==> src/rtl/pc_sequencer.sv <==
// Fetch PC sequencer: free-running pc+4 with branch, exception and eret redirects,
// stall-deferred redirects, and a sticky fault state on illegal fetch addresses.
module pc_sequencer #(
  parameter logic [31:0] RESET_PC  = 32'h3000,
  parameter logic [31:0] PC_LOW    = 32'h3000,
  parameter logic [31:0] PC_HIGH   = 32'h4ffc,
  parameter logic [31:0] EXC_ENTRY = 32'h4180
) (
  input  logic        clk,
  input  logic        reset,
  input  logic        stall,
  input  logic        br_valid,
  input  logic [31:0] br_target,
  input  logic        exc_req,
  input  logic        eret_req,
  input  logic [31:0] epc,
  output logic [31:0] pc,
  output logic        pc_valid,
  output logic        adel,
  output logic        redirect_pending
);

  typedef enum logic [1:0] {RUN, PEND, FAULT} st_t;

  st_t         st;
  logic [31:0] pend_target;
  logic [31:0] pc_inc;

  // Wraps modulo 2^32; a wrapped pc is caught by the range check below.
  assign pc_inc = pc + 32'd4;

  assign adel             = (pc < PC_LOW) | (pc > PC_HIGH) | (pc[1:0] != 2'b00);
  assign pc_valid         = !adel && (st != FAULT);
  assign redirect_pending = (st == PEND);

  always_ff @(posedge clk) begin
    if (reset) begin
      pc          <= RESET_PC;
      st          <= RUN;
      pend_target <= '0;
    end else if (exc_req) begin
      pc          <= EXC_ENTRY;
      st          <= RUN;
      pend_target <= '0;
    end else if (eret_req) begin
      pc          <= epc;
      st          <= RUN;
      pend_target <= '0;
    end else begin
      case (st)
        RUN: begin
          if (stall) begin
            // A redirect that arrives while frozen is parked until the stall lifts.
            if (br_valid) begin
              pend_target <= br_target;
              st          <= PEND;
            end
          end else if (adel) begin
            st <= FAULT;
          end else begin
            pc <= br_valid ? br_target : pc_inc;
          end
        end
        PEND: begin
          if (stall) begin
            if (br_valid) pend_target <= br_target;
          end else begin
            pc <= br_valid ? br_target : pend_target;
            st <= RUN;
          end
        end
        FAULT: st <= FAULT;
        default: st <= RUN;
      endcase
    end
  end

endmodule

==> config.mk <==
export PLATFORM = sky130hd
export DESIGN_NAME = pc_sequencer
export DESIGN_NICKNAME = d
export VERILOG_FILES = /design/src/rtl/pc_sequencer.sv
export SDC_FILE = /design/constraint.sdc
export NUM_CORES = 1
export LEC_CHECK = 0
export CORE_UTILIZATION = 42
export CTS_CLUSTER_SIZE = 40
export DETAILED_ROUTE_END_ITERATION = 10
export GPL_TIMING_DRIVEN = 0
export HOLD_SLACK_MARGIN = 0.05
export PLACE_DENSITY = 0.8
export RECOVER_POWER = 25
export SETUP_SLACK_MARGIN = 0.15
export SYNTH_ARGS = -nofsm -noshare
export SYNTH_HDL_FRONTEND = slang
export SYNTH_SLANG_ARGS = --single-unit
==> constraint.sdc <==
create_clock -name clk -period 1.6 [get_ports clk]
set_input_delay 0.4 -clock clk [delete_from_list [all_inputs] [get_ports clk]]
set_output_delay 0.4 -clock clk [all_outputs]
set_load 0.01 [all_outputs]
==> flow_metrics.env, run 1 <==
export IMPL_dieArea_um2=8370
export IMPL_ys_types=47
export IMPL_area_delta_synth_final_pct=62.7
export IMPL_fill_cells=571
export IMPL_setup_ws_ns=-0.695
export IMPL_pin_count=105
export IMPL_tightest_slew_ns=0.573
export IMPL_layout_nets=672
export IMPL_hold_slack_ns=0.420
export IMPL_slew_headroom=0.618
export IMPL_synth_edff_count=0
export IMPL_critical_path_cell_chain="nor4_4 > o211ai_1 > or3_4 > buf_6 > a21oi_2 > buf_2"
export IMPL_syn_instance_count=461
export IMPL_min_delay_path_depth=3
export IMPL_synth_top_family_by_area="compound AO/OA/AOI/OAI gates"
export IMPL_ir_drop_mv=0.585
export IMPL_path_max_fanout=3
export IMPL_yosys_area_share_xor_xnor=0.0156
export IMPL_drive_gt1_frac=0.261
export IMPL_max_freq_mhz=436
export IMPL_finalSetupTns_ns=-16.62
export IMPL_drt_pass1_iter_count=5
export IMPL_synth_ff_type="dfxtp_1"
export IMPL_synthesis_nets=532
export IMPL_drtIter0Drc=339
export IMPL_htreeDepth=3
export IMPL_placed_cell_area_um2=4590
export IMPL_max_stage_delay_ns=0.36
export IMPL_drt_vias_per_instance=5.60
export IMPL_ff2ff_setup_slack_ns=-0.65
export IMPL_hold_buffers=0
export IMPL_hold_violations=0
export IMPL_ff_latch_area_um2=1370
export IMPL_gp_congestion=0.912
export IMPL_seq_area_frac_synth=0.393
export IMPL_hold_path_endpoint="st[0]"
export IMPL_place_hpwl_mm=8.10
export IMPL_period_share=1.43
export IMPL_timing_rr_end="pc[12]"
export IMPL_fin_util=0.708
export IMPL_reg2reg_depth=9
export IMPL_drv_slew=0
export IMPL_drc=0
export IMPL_synthArstFlopShare=0
export IMPL_antenna_left=0
export IMPL_synth_compound_area_frac=0.262
export IMPL_placed_cells=665
export IMPL_ys_warn_count=0
export IMPL_p_leak_nw=2.05
export IMPL_p_per_area_nw_per_um2=768
export IMPL_cts_tree="done"
export IMPL_clock_path_buffers=2
export IMPL_synth_area_um2=3360
export IMPL_insertion_delay_ns=0.35
export IMPL_initial_utilization=0.435
export IMPL_cts_root_buffer="clkbuf_8"
export IMPL_end_kind="output pin"
export IMPL_max_cap_viol_count=0
export IMPL_grt_start_max_net_pins=12
export IMPL_wl_per_cell_um=16.9
export IMPL_place_ws_ns=-0.785
export IMPL_cp_slowest_cell="or3_4"
export IMPL_critical_path_class="flop to output pin"
export IMPL_clock_sinks=66
export IMPL_p_total_mw=4.21
export IMPL_rsz0062_at_grt="true"
export IMPL_synth_area_per_cell_um2=7.30
export IMPL_wirelength_mm=12.0
export IMPL_multiInputGateArea_um2=2160
export IMPL_cp_required_ns=1.20
export IMPL_grt_overflow=0
export IMPL_r2r_start="pc[19]"
export IMPL_grt_pass1_vias=3480
export IMPL_vias=3964
export IMPL_die_w_um=91.5
export IMPL_io_buffers=102
export IMPL_yosys_area_share_adder=0.00372
export IMPL_hold_class="input port to flop"
export IMPL_n_antenna_cell=0
export IMPL_min_period_ns=2.29
export IMPL_min_from="stall"
export IMPL_numCtsBuffers=9
export IMPL_status="complete, but fails checks"
export IMPL_violations="negative setup slack"
export IMPL_synth_mux_area_frac=0.00893
export IMPL_synth_seq_cells=66
export IMPL_finalSetupViolCount=59
export IMPL_antenna_found_initial=0
export IMPL_grt_pass1_wl_mm=18.2
export IMPL_fin_area_um2=5470
export IMPL_fin_skew_ns=0.00751
export IMPL_path_clk_slew_ns=0.08
export IMPL_crit_arrival_ns=1.89
export IMPL_cp_start_kind="flop"
export IMPL_synth_simple_area_share=0.254
export IMPL_die_height_um=91.5
export IMPL_finalNonFillerCells=708
export IMPL_core_um2=7730
export IMPL_rows=32
export IMPL_gr_usage_all_layers=0.281
## layout by cell type, fill, tap and decap left out, drive strengths merged, types with 4 or more instances in the layout
| cell type | count |
|---|---|
| o21ai | 29 |
| nand3 | 8 |
| clkdlybuf4s50 | 64 |
| nand2 | 103 |
| clkbuf | 36 |
| or3 | 6 |
| nor4 | 5 |
| dfxtp | 66 |
| a21oi | 66 |
| a211oi | 24 |
| inv | 5 |
| o221ai | 6 |
| dlygate4sd2 | 27 |
| buf | 41 |
| nor2 | 57 |
| a31oi | 4 |
| nor3 | 5 |
## synthesized netlist by cell type, types with 3 or more instances
cell type  count  area (µm²)
inv_1          4        15.0
xor2_1         3        26.3
nand2_1      103         387
or3_1          6        37.5
nor3_1         5        25.0
nor4_1         4        25.0
a31oi_1        4        25.0
buf_4          4        30.0
nand2b_1       3        18.8
o221ai_1       6        52.6
a311o_1        3        30.0
a211oi_1      24         180
xnor2_1        3        26.3
nand4_1        3        18.8
nand3_1        7        35.0
mux2i_1        3        30.0
buf_2          3        15.0
o21ai_0       29         145
buf_6          4        45.0
dfxtp_1       66        1320
clkbuf_1      23        86.3
a21oi_1       65         325
nor2_1        57         214
## state kept, by name (all words and copies together), names as in the netlist, named ones only
signal	count
pend_target	32
pc	30
st	2
## cell families (layout without fill, tap and decap cells)
group,Yosys count,in the layout
AOI/OAI and AO/OA,144,144
xor gates and xnor gates,6,6
adders and majority gates,1,1
buffers and inverters,41,186
DFF,66,66
muxes,3,3
and+or+nand+nor,200,200
## area by class of cell
| type | instances | share of cell area |
|---|---|---|
| Timing Repair Buffer | 129 | 0.239 |
| Clock buffer | 11 | 0.0240 |
| Tap cell | 102 | 0.0233 |
| Sequential cell | 66 | 0.250 |
| Clock inverter | 5 | 0.0144 |
| Multi-Input combinational cell | 354 | 0.394 |
| Buffer | 35 | 0.0485 |
| Inverter | 6 | 0.00617 |
## report_power, final
group / switching, mW / internal (mW) / leakage [nW] / total, mW
Combinational: 0.437 / 0.467 / 1.40 / 0.904
Sequential: 0.0631 / 1.70 / 0.548 / 1.76
Clock: 0.666 / 0.876 / 0.107 / 1.54
## worst max path at each step
stage / startpoint / endpoint / slack (ns) / cells past startpoint
finish: pc[19] / pc_valid / -0.69 / 6
global route: pc[27] / pc_valid / -0.73 / 6
CTS: pc[26] / pc_valid / -0.68 / 6
detailed placement: pc[15] / pc_valid / -0.79 / 6
global placement: pc[15] / pc_valid / -0.81 / 6
floorplan: flop / pc[12] / -0.20 / 6
## critical path, delay by kind of cell (launching register included)
kind,cells,cell delay [ns]
compound gates,2,0.27
buf+inv,2,0.29
flops,1,0.34
simple gates,2,0.65
## per-layer routing
layer	part of all wire	track usage
met4	0.025	0.107
met2	0.46	0.439
met5	0	0
met3	0.071	0.0377
met1	0.44	0.392
## timing repair
item | 4_1_cts | 5_1_grt
resized for setup | 116 | 68
setup buffers | 13 | 10
pin swaps | 17 | 14
cloned | 4 | 0
endpoints found under the setup margin | 101 | 79
Note: power is estimated with default switching activity, not from simulation.
==> run 2: changes to the inputs <==
SKIP_CTS_REPAIR_TIMING = 1   (was unset)
TNS_END_PERCENT = 10   (was unset)
==> run 2 against run 1 <==
  * The flow still finishes with violations (negative setup slack)
  * Flip-flop and latch count did not move
  * Via count decreased by 2.2%
  * Fmax down 0.34%
  * Largest cell class unchanged
==> flow_metrics.env, run 2 (same netlist as run 1, synthesis figures left out) <==
export IMPL_crit_start="pc[26]"
export IMPL_grt_overflow=0
export IMPL_drive_gt1_frac=0.173
export IMPL_rsz0062_at_grt="true"
export IMPL_area_delta_synth_final_pct=54.3
export IMPL_end_kind="output pin"
export IMPL_initial_utilization=0.435
export IMPL_max_stage_delay_ns=0.38
export IMPL_drt_pass1_iter_count=5
export IMPL_io_buffers=102
export IMPL_hold_slack_ns=0.457
export IMPL_insertion_delay_ns=0.36
export IMPL_clock_path_buffers=2
export IMPL_place_hpwl_mm=8.24
export IMPL_drc=0
export IMPL_hold_violations=0
export IMPL_htreeDepth=3
export IMPL_status="complete, but fails checks"
export IMPL_wirelength_mm=11.9
export IMPL_n_antenna_cell=0
export IMPL_clock_sinks=66
export IMPL_pin_count=105
export IMPL_fill_cells=613
export IMPL_hold_class="flop to flop"
export IMPL_drv_slew=0
export IMPL_crit_arrival_ns=1.90
export IMPL_wl_per_cell_um=17.0
export IMPL_gr_usage_all_layers=0.268
export IMPL_finalSetupViolCount=66
export IMPL_min_delay_path_depth=2
export IMPL_cp_start_kind="flop"
export IMPL_die_height_um=91.5
export IMPL_max_cap_viol_count=0
export IMPL_path_clk_slew_ns=0.08
export IMPL_grt_pass1_vias=3385
export IMPL_max_freq_mhz=434
export IMPL_tightest_slew_ns=0.573
export IMPL_critical_path_cell_chain="nor4_4 > nand2_2 > or3_4 > buf_6 > a21oi_2 > buf_2"
export IMPL_rows=32
export IMPL_grt_pass1_wl_mm=17.3
export IMPL_largest_register="pend_target"
export IMPL_gp_congestion=0.882
export IMPL_cts_root_buffer="clkbuf_8"
export IMPL_min_from="pend_target[0]"
export IMPL_drtIter0Drc=354
export IMPL_p_total_mw=4.15
export IMPL_die_w_um=91.5
export IMPL_r2r_start="pc[26]"
export IMPL_path_max_fanout=4
export IMPL_dieArea_um2=8370
export IMPL_grt_start_max_net_pins=12
export IMPL_cp_required_ns=1.20
export IMPL_p_leak_nw=2.18
export IMPL_vias=3877
export IMPL_layout_common_cells="101 x nand2_1, 67 x clkdlybuf4s50_1, 64 x a21oi_1"
export IMPL_layout_nets=661
export IMPL_antenna_left=0
export IMPL_ff2ff_setup_slack_ns=-0.61
export IMPL_reg2reg_depth=9
export IMPL_layout_commonest_cell="nand2_1"
export IMPL_ir_drop_mv=0.486
export IMPL_min_period_ns=2.30
export IMPL_p_per_area_nw_per_um2=800
export IMPL_drt_vias_per_instance=5.57
export IMPL_violations="negative setup slack"
export IMPL_cts_tree="done"
export IMPL_critical_path_class="flop to output pin"
export IMPL_setup_ws_ns=-0.703
export IMPL_fin_skew_ns=0.00922
export IMPL_largest_register_ffs=32
export IMPL_slew_headroom=0.618
export IMPL_largest_registers="pend_target x32, pc x30, st x2"
export IMPL_period_share=1.44
export IMPL_antenna_found_initial=0
export IMPL_cp_slowest_cell="or3_4"
export IMPL_core_um2=7730
export IMPL_numCtsBuffers=9
[run 2: critical path: cells and delay by family (launching register included)]
kind,cells,cell delay (ns)
AO/OA/AOI/OAI,1,0.12
buffers and inverters,2,0.28
flip-flops,1,0.36
AND/OR/NAND/NOR,3,0.78
[run 2: final cells by class]
| type | count | area (µm²) | share of cell area |
|---|---|---|---|
| Sequential cell | 66 | 1370 | 0.263 |
| Tap cell | 102 | 128 | 0.0246 |
| Timing Repair Buffer | 118 | 1250 | 0.240 |
| Inverter | 6 | 26.3 | 0.00506 |
| Buffer | 35 | 231 | 0.0446 |
| Multi-Input combinational cell | 354 | 1980 | 0.381 |
| Clock inverter | 5 | 78.8 | 0.0152 |
| Clock buffer | 10 | 138 | 0.0265 |
[run 2: worst paths after layout]
check / to
setup / recovery: pc_valid
hold / removal: pend_target[0]
setup reg to reg: pc[20]
hold reg to reg: pend_target[0]
[run 2: stage by stage]
stage           util  worst slack [ns]  instance area (µm²)  setup TNS (ns)  std cells
2_1_floorplan      -            -0.197                 3400           -3.45        461
3_3_place_gp   0.589            -0.810                 4550          -39.67        665
3_5_place_dp   0.589            -0.790                 4550          -41.96        665
4_1_cts        0.617             -1.19                 4770          -26.56        680
5_1_grt        0.672            -0.767                 5190          -27.87        696
6_report       0.672            -0.703                 5190          -21.20        696
[run 2: routing by layer]
layer,GRT usage,wire length (µm),vias up
li1,-,-,1874
met1,0.384,5300,1801
met2,0.413,5500,185
met3,0.0310,836,17
met4,0.101,214,0
met5,0,0,-
[run 2: power breakdown]
group	switching, mW	internal [mW]
logic	0.396	0.418
clock network	0.671	0.908
registers	0.0625	1.70
==> run 3: changes to the inputs <==
==> constraint.sdc (replaced) <==
create_clock -name clk -period 1.6 [get_ports clk]
set_input_delay 0.16 -clock clk [delete_from_list [all_inputs] [get_ports clk]]
set_output_delay 0.16 -clock clk [all_outputs]
set_load 0.01 [all_outputs]
==> run 3 against run 2 <==
  * The flow still finishes with violations (negative setup slack)
  * Count of clock-buffer cells in the layout unchanged
  * Setup slack improved by 0.23 ns
  * Die area is the same
==> flow_metrics.env, run 3 (same netlist as run 1, synthesis figures left out) <==
export IMPL_tightest_slew_ns=0.573
export IMPL_hold_violations=0
export IMPL_timing_rr_end="pc[26]"
export IMPL_place_ws_ns=-0.572
export IMPL_min_period_ns=2.08
export IMPL_area_delta_synth_final_pct=45.1
export IMPL_drt_vias_per_instance=5.50
export IMPL_reg2reg_depth=7
export IMPL_end_kind="output pin"
export IMPL_critical_path_class="flop to output pin"
export IMPL_insertion_delay_ns=0.35
export IMPL_min_delay_path_depth=4
export IMPL_clock_path_buffers=2
export IMPL_largest_registers="pend_target x32, pc x30, st x2"
export IMPL_max_freq_mhz=482
export IMPL_crit_arrival_ns=1.92
export IMPL_antenna_found_initial=0
export IMPL_layout_nets=648
export IMPL_die_height_um=91.5
export IMPL_rows=32
export IMPL_rsz0062_at_grt="true"
export IMPL_grt_pass1_wl_mm=17.6
export IMPL_cts_root_buffer="clkbuf_8"
export IMPL_cp_start_kind="flop"
export IMPL_ir_drop_mv=0.466
export IMPL_min_from="br_valid"
export IMPL_path_clk_slew_ns=0.08
export IMPL_path_max_fanout=5
export IMPL_grt_overflow=0
export IMPL_gr_usage_all_layers=0.271
export IMPL_n_antenna_cell=0
export IMPL_cts_tree="done"
export IMPL_place_hpwl_mm=8.20
export IMPL_p_per_area_nw_per_um2=812
export IMPL_hold_class="input port to flop"
export IMPL_layout_commonest_cell="nand2_1"
export IMPL_layout_common_cells="103 x nand2_1, 82 x clkdlybuf4s50_1, 63 x a21oi_1"
export IMPL_dieArea_um2=8370
export IMPL_initial_utilization=0.435
export IMPL_numCtsBuffers=9
export IMPL_wl_per_cell_um=16.5
export IMPL_clock_sinks=66
export IMPL_drv_slew=0
export IMPL_p_leak_nw=1.70
export IMPL_slew_headroom=0.618
export IMPL_period_share=1.30
export IMPL_fin_skew_ns=0.0114
export IMPL_status="complete, but fails checks"
export IMPL_htreeDepth=3
export IMPL_ff2ff_setup_slack_ns=-0.41
export IMPL_hold_path_endpoint="pend_target[0]"
export IMPL_violations="negative setup slack"
export IMPL_grt_start_max_net_pins=13
export IMPL_pin_count=105
export IMPL_wirelength_mm=11.3
export IMPL_gp_congestion=0.922
export IMPL_setup_ws_ns=-0.475
export IMPL_drtIter0Drc=265
export IMPL_p_total_mw=3.96
export IMPL_largest_register_ffs=32
export IMPL_grt_pass1_vias=3487
export IMPL_cp_required_ns=1.44
export IMPL_io_buffers=102
export IMPL_largest_register="pend_target"
export IMPL_drc=0
export IMPL_finalSetupViolCount=36
export IMPL_vias=3765
export IMPL_core_um2=7730
export IMPL_drt_pass1_iter_count=5
export IMPL_drive_gt1_frac=0.120
export IMPL_die_w_um=91.5
export IMPL_antenna_left=0
export IMPL_max_cap_viol_count=0
## run 3: changes by cell type in the layout (fill, tap and decap cells not counted), sizes merged
cell           previous run  this run
dlymetal6s2s             27         3
clkdlybuf4s50            67        82
buf                      31        17
clkdlybuf4s25             5        14
clkinvlp                  1         5
clkinv                    4         2
bufinv                    2         1
clkbuf                   33        34
## run 3: worst max-delay path: stages (launching register included)
cell	delay [ns]
dfxtp_2	0.33
or3_1	0.42
or3_4	0.41
buf_6	0.15
a21oi_2	0.11
buf_2	0.14
## run 3: cell type report
| cell class | count | area, µm² |
|---|---|---|
| clock buffers | 10 | 138 |
| inverters | 6 | 30.0 |
| well taps | 102 | 128 |
| repair buffers | 105 | 1040 |
| multi-input cells | 354 | 1920 |
| clock inverters | 6 | 66.3 |
| fillers | 673 | 2850 |
| plain buffers | 35 | 214 |
| flip-flops and latches | 66 | 1350 |
## run 3: power by group
group          internal, mW  switching (mW)  total, mW
Clock                 0.761           0.713       1.47
Combinational         0.369           0.362      0.731
Sequential             1.70          0.0634       1.76
## run 3: layer usage
metal / vias up / share of wire / global-route usage
met5: - / 0 / 0
met4: 0 / 0.025 / 0.104
met3: 23 / 0.064 / 0.0452
met2: 161 / 0.46 / 0.425
met1: 1742 / 0.45 / 0.371
li1: 1839 / - / -
## run 3: worst max-delay path by stage
stage	from	endpoint	slack [ns]	depth (start not counted)
2_1_floorplan	flop	pc[12]	-0.20	6
3_3_place_gp	pc[15]	pc_valid	-0.62	6
3_5_place_dp	pc[15]	pc_valid	-0.57	6
4_1_cts	pc[15]	pc_valid	-0.98	6
5_1_grt	pc[19]	pc_valid	-0.55	6
6_report	flop	pc_valid	-0.48	5
## run 3: metrics by stage
step            util  std cells  hold WS (ns)  cell area [µm²]  TNS [ns]
3_3_place_gp   0.587        665         0.440             4540    -24.14
6_report       0.631        684         0.293             4880    -12.08
2_1_floorplan      -        461         0.229             3390     -3.41
3_5_place_dp   0.587        665         0.446             4540    -25.21
5_1_grt        0.631        684         0.308             4880    -16.56
4_1_cts        0.613        681         0.301             4740    -15.54
